<file path="config.mk">
export PLATFORM = sky130hd
export DESIGN_NAME = fetch_controller
export DESIGN_NICKNAME = d
export VERILOG_FILES = /design/src/rtl/fetch_controller.sv
export SDC_FILE = /design/constraint.sdc
export NUM_CORES = 1
export LEC_CHECK = 0
export BUFFER_PORTS_ARGS = -buffer_cell sky130_fd_sc_hd__buf_2
export CORE_MARGIN = 2
export CORE_UTILIZATION = 25
export CTS_BUF_LIST = sky130_fd_sc_hd__clkbuf_4 sky130_fd_sc_hd__clkbuf_8
export DETAILED_ROUTE_END_ITERATION = 8
export PLACE_DENSITY_LB_ADDON = 0.1
export SLEW_MARGIN = 10
export SYNTH_ARGS = -nofsm -noshare
export SYNTH_HDL_FRONTEND = slang
export SYNTH_SLANG_ARGS = --single-unit
</file>
<file path="constraint.sdc">
create_clock -name clk -period 8.76 [get_ports clk]
set_input_delay 1.314 -clock clk [delete_from_list [all_inputs] [get_ports clk]]
set_output_delay 1.314 -clock clk [all_outputs]
set_load 0.03 [all_outputs]
</file>
<file path="src/rtl/fetch_controller.sv">
// rtl/fetch_controller.sv - flow-controlled instruction fetch sequencer with redirect handling and decode buffer
module fetch_controller #(
  parameter int              PC_W      = 30,
  parameter logic [PC_W-1:0] RESET_PC  = '0,
  parameter int              BUF_DEPTH = 2
) (
  input  logic            clk,
  input  logic            reset,
  input  logic            jump_en,
  input  logic [PC_W-1:0] jump_addr,
  output logic            imem_req,
  output logic [31:0]     imem_addr,
  input  logic            imem_ack,
  input  logic [31:0]     imem_rdata,
  output logic            out_valid,
  input  logic            out_ready,
  output logic [31:0]     out_instr,
  output logic [PC_W-1:0] out_pc,
  output logic            busy
);

  localparam int PTR_W = $clog2(BUF_DEPTH);
  localparam int CNT_W = PTR_W + 1;
  localparam logic [CNT_W-1:0] DEPTH_C = CNT_W'(BUF_DEPTH);

  typedef enum logic [1:0] {
    IDLE  = 2'd0,
    FETCH = 2'd1,
    FLUSH = 2'd2
  } state_e;

  state_e           state_q, state_d;
  logic [PC_W-1:0]  fetch_pc_q, fetch_pc_d;
  logic [PC_W-1:0]  req_pc_q, req_pc_d;
  logic [CNT_W-1:0] count_q, count_d;
  logic [PTR_W-1:0] rd_ptr_q, rd_ptr_d;
  logic [PTR_W-1:0] wr_ptr_q, wr_ptr_d;
  logic [PC_W-1:0]  buf_pc_q    [BUF_DEPTH];
  logic [PC_W-1:0]  buf_pc_d    [BUF_DEPTH];
  logic [31:0]      buf_instr_q [BUF_DEPTH];
  logic [31:0]      buf_instr_d [BUF_DEPTH];

  logic             pop;
  logic             push;
  logic [CNT_W-1:0] count_after_pop;
  logic [PC_W-1:0]  next_pc;

  // Data returned while a redirect is in flight is never pushed.
  assign out_valid       = (count_q != '0);
  assign pop             = out_valid && out_ready;
  assign push            = (state_q == FETCH) && imem_ack && !jump_en;
  assign count_after_pop = count_q - CNT_W'(pop);
  assign next_pc         = req_pc_q + PC_W'(1);

  assign imem_req  = (state_q != IDLE);
  assign busy      = (state_q != IDLE);
  assign imem_addr = 32'({req_pc_q, 2'b00});
  assign out_instr = out_valid ? buf_instr_q[rd_ptr_q] : '0;
  assign out_pc    = out_valid ? buf_pc_q[rd_ptr_q] : '0;

  // Next-state, PC sequencing and buffer bookkeeping; a redirect flush overrides pop and push.
  always_comb begin
    state_d    = state_q;
    fetch_pc_d = fetch_pc_q;
    req_pc_d   = req_pc_q;
    count_d    = count_after_pop + CNT_W'(push);
    rd_ptr_d   = rd_ptr_q + PTR_W'(pop);
    wr_ptr_d   = wr_ptr_q + PTR_W'(push);
    buf_pc_d   = buf_pc_q;
    buf_instr_d = buf_instr_q;

    if (push) begin
      buf_pc_d[wr_ptr_q]    = req_pc_q;
      buf_instr_d[wr_ptr_q] = imem_rdata;
    end

    case (state_q)
      IDLE: begin
        if (jump_en) begin
          fetch_pc_d = jump_addr;
        end else if (count_after_pop < DEPTH_C) begin
          req_pc_d = fetch_pc_q;
          state_d  = FETCH;
        end
      end
      FETCH: begin
        if (jump_en) begin
          fetch_pc_d = jump_addr;
          state_d    = imem_ack ? IDLE : FLUSH;
        end else if (imem_ack) begin
          fetch_pc_d = next_pc;
          if (count_d < DEPTH_C) begin
            req_pc_d = next_pc;
          end else begin
            state_d = IDLE;
          end
        end
      end
      FLUSH: begin
        // The abandoned request is held on the bus until memory acknowledges it.
        if (jump_en) begin
          fetch_pc_d = jump_addr;
        end
        if (imem_ack) begin
          state_d = IDLE;
        end
      end
      default: state_d = IDLE;
    endcase

    if (jump_en) begin
      count_d  = '0;
      rd_ptr_d = '0;
      wr_ptr_d = '0;
    end
  end

  // State and buffer registers; reset abandons any outstanding request.
  always_ff @(posedge clk or posedge reset) begin
    if (reset) begin
      state_q    <= IDLE;
      fetch_pc_q <= RESET_PC;
      req_pc_q   <= RESET_PC;
      count_q    <= '0;
      rd_ptr_q   <= '0;
      wr_ptr_q   <= '0;
      for (int i = 0; i < BUF_DEPTH; i++) begin
        buf_pc_q[i]    <= '0;
        buf_instr_q[i] <= '0;
      end
    end else begin
      state_q     <= state_d;
      fetch_pc_q  <= fetch_pc_d;
      req_pc_q    <= req_pc_d;
      count_q     <= count_d;
      rd_ptr_q    <= rd_ptr_d;
      wr_ptr_q    <= wr_ptr_d;
      buf_pc_q    <= buf_pc_d;
      buf_instr_q <= buf_instr_d;
    end
  end

  // A push into a full buffer would overwrite the oldest undelivered instruction.
  a_no_push_when_full : assert property (@(posedge clk) disable iff (reset) push |-> (count_q < DEPTH_C));

endmodule
</file>
# Word-level counts from Yosys, hierarchy flattened

Index checks and enable logic that the tools add are counted.

Eq/ne operators: 11
Mux-type cells: 35
Multiply operators: 0
Shift operators: 0
Order comparisons: 5
Div/mod/pow operators: 0
Bitwise operators: 2
$add $sub $neg: 5
Reductions and logical operators: 14

Operators with widths:

| kind                                                  | count |
|---|---|
| 2-to-1 mux 30 bit                                     | 13 |
| 2-to-1 mux 32 bit                                     | 5 |
| one-hot mux 30 bit (2 select lines)                   | 2 |
| bitwise mux 64 bit                                    | 1 |
| bitwise mux 60 bit                                    | 1 |
| demux 32 bit (select 1 bit)                           | 1 |
| adder 30 x 1 -> 30 bit, second input constant         | 1 |
| demux 30 bit (select 1 bit)                           | 1 |
| 2-to-1 mux 2 bit                                      | 8 |
| inequality test 2 bit, second input constant          | 5 |
| nonzero test 2 bit                                    | 4 |
| inequality test 3 bit, second input constant          | 2 |
| one-hot mux 2 bit (3 select lines)                    | 1 |
| AND reduction 6 bit                                   | 1 |
| AND reduction 5 bit                                   | 1 |
| >= comparator 2 bit, second input constant            | 2 |
| logical AND 1 bit                                     | 4 |
| less-than comparator 2 bit, second input constant     | 2 |
| inequality test 2 x 1 -> 1 bit, second input constant | 2 |
| NOT 1 -> 2 bit                                        | 2 |
| AND reduction 3 bit                                   | 1 |
| adder 1 bit                                           | 2 |
| adder 2 x 1 -> 2 bit                                  | 1 |
| equality test 2 x 1 -> 1 bit, second input constant   | 1 |
| 7 further kinds                                       | 8 |

Memories: 0
Register bits after elaboration: 190
Output and inout bits: 97
Bits in writable memories: 0
Bits in latches: 0
Logic and storage cells: 82
Bits in read-only memories: 0

# Depth between registers and ports, before layout

Depth in word-level cells: 9
Gate-level depth with buffers: 13
Gate-level depth less buffers: 11

# Worst setup path after synthesis

No wires, ideal clock.

Path type: in2reg
From: input jump_en
To: register req_pc_q[28]
Stages on the path: 11
Library setup time: 0.119 ns
Slack: 5.431 ns
Data arrival time: 3.210 ns
Path buffers: 3
Cells stage by stage: nand4bb_1 > clkbuf_1 > clkbuf_1 > inv_1 > ha_1 > nand2_1 > mux2i_1 > a31oi_1 > buf_2 > a21oi_1 > o21a_1

Word-level cells in the longest chain between the ends: 6

RTL lines:

| element                                         | line | text |
|---|---|---|
| start: declaration                              | 9    | `input logic jump_en,` |
| zero test 1 bit                                 | 51   | `assign push = (state_q == FETCH) && imem_ack && !jump_en;` |
| logical AND 1 bit                               | 51   |  |
| adder 2 x 1 -> 2 bit                            | 66   | `count_d = count_after_pop + CNT_W'(push);` |
| less-than comparator 2 bit                      | 92   | `if (count_d < DEPTH_C) begin` |
| inequality test 2 x 1 -> 1 bit (no source line) | -    |  |
| AND reduction 6 bit (no source line) (*)        | -    |  |
| end signal: assignment                          | 134  | `req_pc_q <= req_pc_d;` |
| end: declaration                                | 34   | `logic [PC_W-1:0] req_pc_q, req_pc_d;` |

Mark *: on every way between the ends. The rest lies on a longest branch, timed or not.
A chain may end at the register's enable or synchronous reset.

# Worst setup path in the final report

From: input jump_en
To: register req_pc_q[10]

Same word-level chain as after synthesis.

==> key figures <==
Run status
  – Status: finished, final reports clean

Die
  – Initial cell density of the core: about a quarter
  – Std-Cell Rows: 71
  – Die footprint: a little under 40,000 um2
  – Die height: just under 200 um
  – Die Wd: 199 um
  – Num ports: between 150 and 200
  – Core footprint: 37,600 um2

CTS
  – H-tree levels: 4
  – Hold Buf Count CTS: 0
  – Post-CTS Repair Setup Buffers: 0
  – CTS tree: built
  – Clock tree sinks: 190
  – Clk root buf: clkbuf_8
  – Clock Path Buffers: 2
  – Clk slew on worst S/H paths: roughly 0.1 ns
  – Worst-Skew Late Latency: 0.50 ns
  – # resized after CTS: 0
  – Total CTS buffers: 17

Placed design
  – IO buf count: about 160
  – Placer congestion estimate: about 0.7
  – Post-DP HPWL: around 17,000 um

Timing
  – Fin crit period: between 4 and 5 ns
  – Slew Limit Fails: 0
  – Actual slew at the worst max-slew pin: around 1.1 ns
  – Final-report setup violation count: 0
  – Final setup TNS: 0 ns
  – Clk_skew: 0.0235 ns
  – Fmax: about 0.22 GHz
  – RSZ-0062 raised after global routing: no
  – Max-Slew Margin vs Limit: around 29%
  – Final period util: 51.2%
  – Final Hold Fails: 0

Synthesis
  – Share of the synthesized area in the top cell type: between 50% and 60%
  – Sequential element share of the synthesized area: between 50% and 60%
  – Post-synth EDFFs: 0
  – Yosys warnings: 0
  – Mapped Area: around 9500 um2
  – Yosys reg bits: between 150 and 200
  – Avg Cell Area, Syn: roughly 11 um2
  – Synth unique cells: 56
  – Largest area contributor in the netlist: dfrtp_1
  – Synthesized instance count: 855
  – Top cells by area, synth: dfrtp_1 (50%), mux2_2 (15%), mux2i_1 (7.5%)
  – Synth Flop Type: dfrtp_1
  – Fraction of registers with async set/reset: 100%

Global routing
  – Grt ovf: 0
  – Met2 Use GR: between 20% and 30%
  – Grt met3 use: approximately 2.8%
  – Initial antenna violation count: 0
  – Global route hottest layer: met2
  – Gr usage total: around 14%
  – Met1 GRT Util: approximately a fifth
  – Via count of the first global-routing pass: 6,939
  – Largest net degree at the start of global routing: between 100 and 150
  – First-pass GRT wire length: between 40,000 and 50,000 um

Layout
  – Most common cell after layout, fill and taps aside: dfrtp_1
  – NumNets Final: between 1,000 and 1,500
  – Diodes inserted: 0
  – Area added between synthesis and finish: 16.9%
  – Most frequent cells in the layout: dfrtp_1 (189), buf_2 (161), mux2_2 (124), nor2_1 (87), mux2i_1 (71)
  – Fraction of layout cells with a size suffix above 1: 35.4%

Worst setup path
  – CP endpoint kind: register
  – Worst Path Required: just over 9 ns
  – CP arrival: around 4.9 ns
  – Crit path launch type: input pin
  – Kind of critical path: in2reg
  – Crit-path max FO: 30

Pwr
  – Clock share of power: between 10% and 20%
  – P_int: between 2 and 2.5 mW
  – Psw: between 1.5 and 2 mW
  – Max VDD drop: ~0.00017 V
  – Comb pwr share: around 48%
  – Overall Power: ~4.3 mW
  – PwrDens: between 300 and 400 nW/um2
  – Flop pwr share: approximately 39%
  – Static leakage: 4.76 nW
  – Sw frac: roughly 46%

Flow run
  – Max-Cap Viols: 0

Drt
  – First drt pass iteration count: 5
  – Vias post-DR: approximately 6,800
  – Initial DRC Count: ~180
  – Final ANT Viol Nets: 0
  – WL final: about 27,000 um
  – DRC: 0
  – Wire length per cell: around 18 um
  – Drt via density: 4.58

Worst hold path
  – HP Class: reg2reg
[per-stage QoR]
step	util (%)	cells	hold slack (ns)	instance area [um2]	setup WS [ns]
after floorplan	-	856	0.445	9510	2.28
after global placement	28.6	1459	0.462	10700	3.81
after detailed placement	28.6	1459	0.470	10700	3.74
after CTS	29.6	1491	0.493	11100	4.28
after global routing	29.6	1491	0.510	11100	4.05
final	29.6	1491	0.485	11100	4.27
[layout make-up]
class                      instances  area (um2)
sequential                       190        4760
multi-input combinational        578        4420
timing repair buffer             169         866
clock inverter                    11        91.3
inverter                          11        48.8
tap                              511         639
clock buffer                      21         277
fill                            3962       26500
[worst paths after layout]
path / start / end / slack [ns] / cells after the start
worst min register to register: fetch_pc_q[5] / fetch_pc_q[5] / 0.49 / 1
worst min-delay path: fetch_pc_q[5] / fetch_pc_q[5] / 0.49 / 1
min in group asynchronous: reset / buf_instr_q[15] / 1.02 / 2
worst max register to register: state_q[0] / req_pc_q[10] / 5.00 / 8
max in group asynchronous: reset / req_pc_q[14] / 6.21 / 3
worst max-delay path: jump_en / req_pc_q[10] / 4.27 / 9
[registers in the layout (all words and copies together) (netlist names)]
name,flops
rd_ptr_q,1
fetch_pc_q,30
wr_ptr_q,1
req_pc_q,30
buf_pc_q,60
buf_instr_q,64
count_q,2
state_q,2
[synth_stat cells (9+ instances only)]
| cell type | count |
|---|---|
| mux2i_1 | 71 |
| a32oi_1 | 18 |
| nand2_1 | 39 |
| o21ai_0 | 21 |
| dfrtp_1 | 190 |
| nand3_1 | 16 |
| inv_1 | 11 |
| o21ai_1 | 24 |
| a21oi_1 | 37 |
| buf_2 | 23 |
| nor2_1 | 88 |
| xnor2_1 | 18 |
| mux2_2 | 124 |
| clkbuf_1 | 43 |
| a2bb2oi_1 | 10 |
| xor2_1 | 9 |
[power groups by stage]
| stage | sequential [mW] | clock [mW] | combinational (mW) |
|---|---|---|---|
| finish | 1.66 | 0.589 | 2.06 |
| global route | 1.73 | 0.654 | 2.28 |
| CTS | 1.67 | 0.616 | 2.11 |
| detailed placement | 1.69 | 0 | 2.10 |
| global placement | 1.68 | 0 | 2.10 |
| floorplan | 1.62 | 0 | 1.55 |
[critical path, stage by stage]
cell and delay (ns):
buf_2 0.32, nand4bb_1 1.01, inv_1 0.52, ha_1 0.32
mux2i_1 0.13, a31oi_2 0.66, buf_4 0.33, a21oi_1 0.06
o22a_1 0.18
[cells by family (layout without fill, tap and decap cells)]
group	count (synthesis)	after routing	synth area share, %
AND/OR/NAND/NOR	200	200	10.3
buffers and inverters	88	212	3.98
other	1	2	0.0395
flip-flops	190	190	50.0
multiplexers	196	196	22.3
XOR/XNOR	29	29	2.91
AO/OA/AOI/OAI	146	146	9.74
adder cells (fa/ha/maj)	5	5	0.658
[per-layer routing]
layer	wire (um)	part of all wire [%]	vias to the layer above
met5	0	0	-
met4	224	0.82	0
met3	1110	4.0	11
met2	12500	46	150
met1	13600	50	3429
li1	-	-	3246
Note: power is estimated with default switching activity, not from simulation.
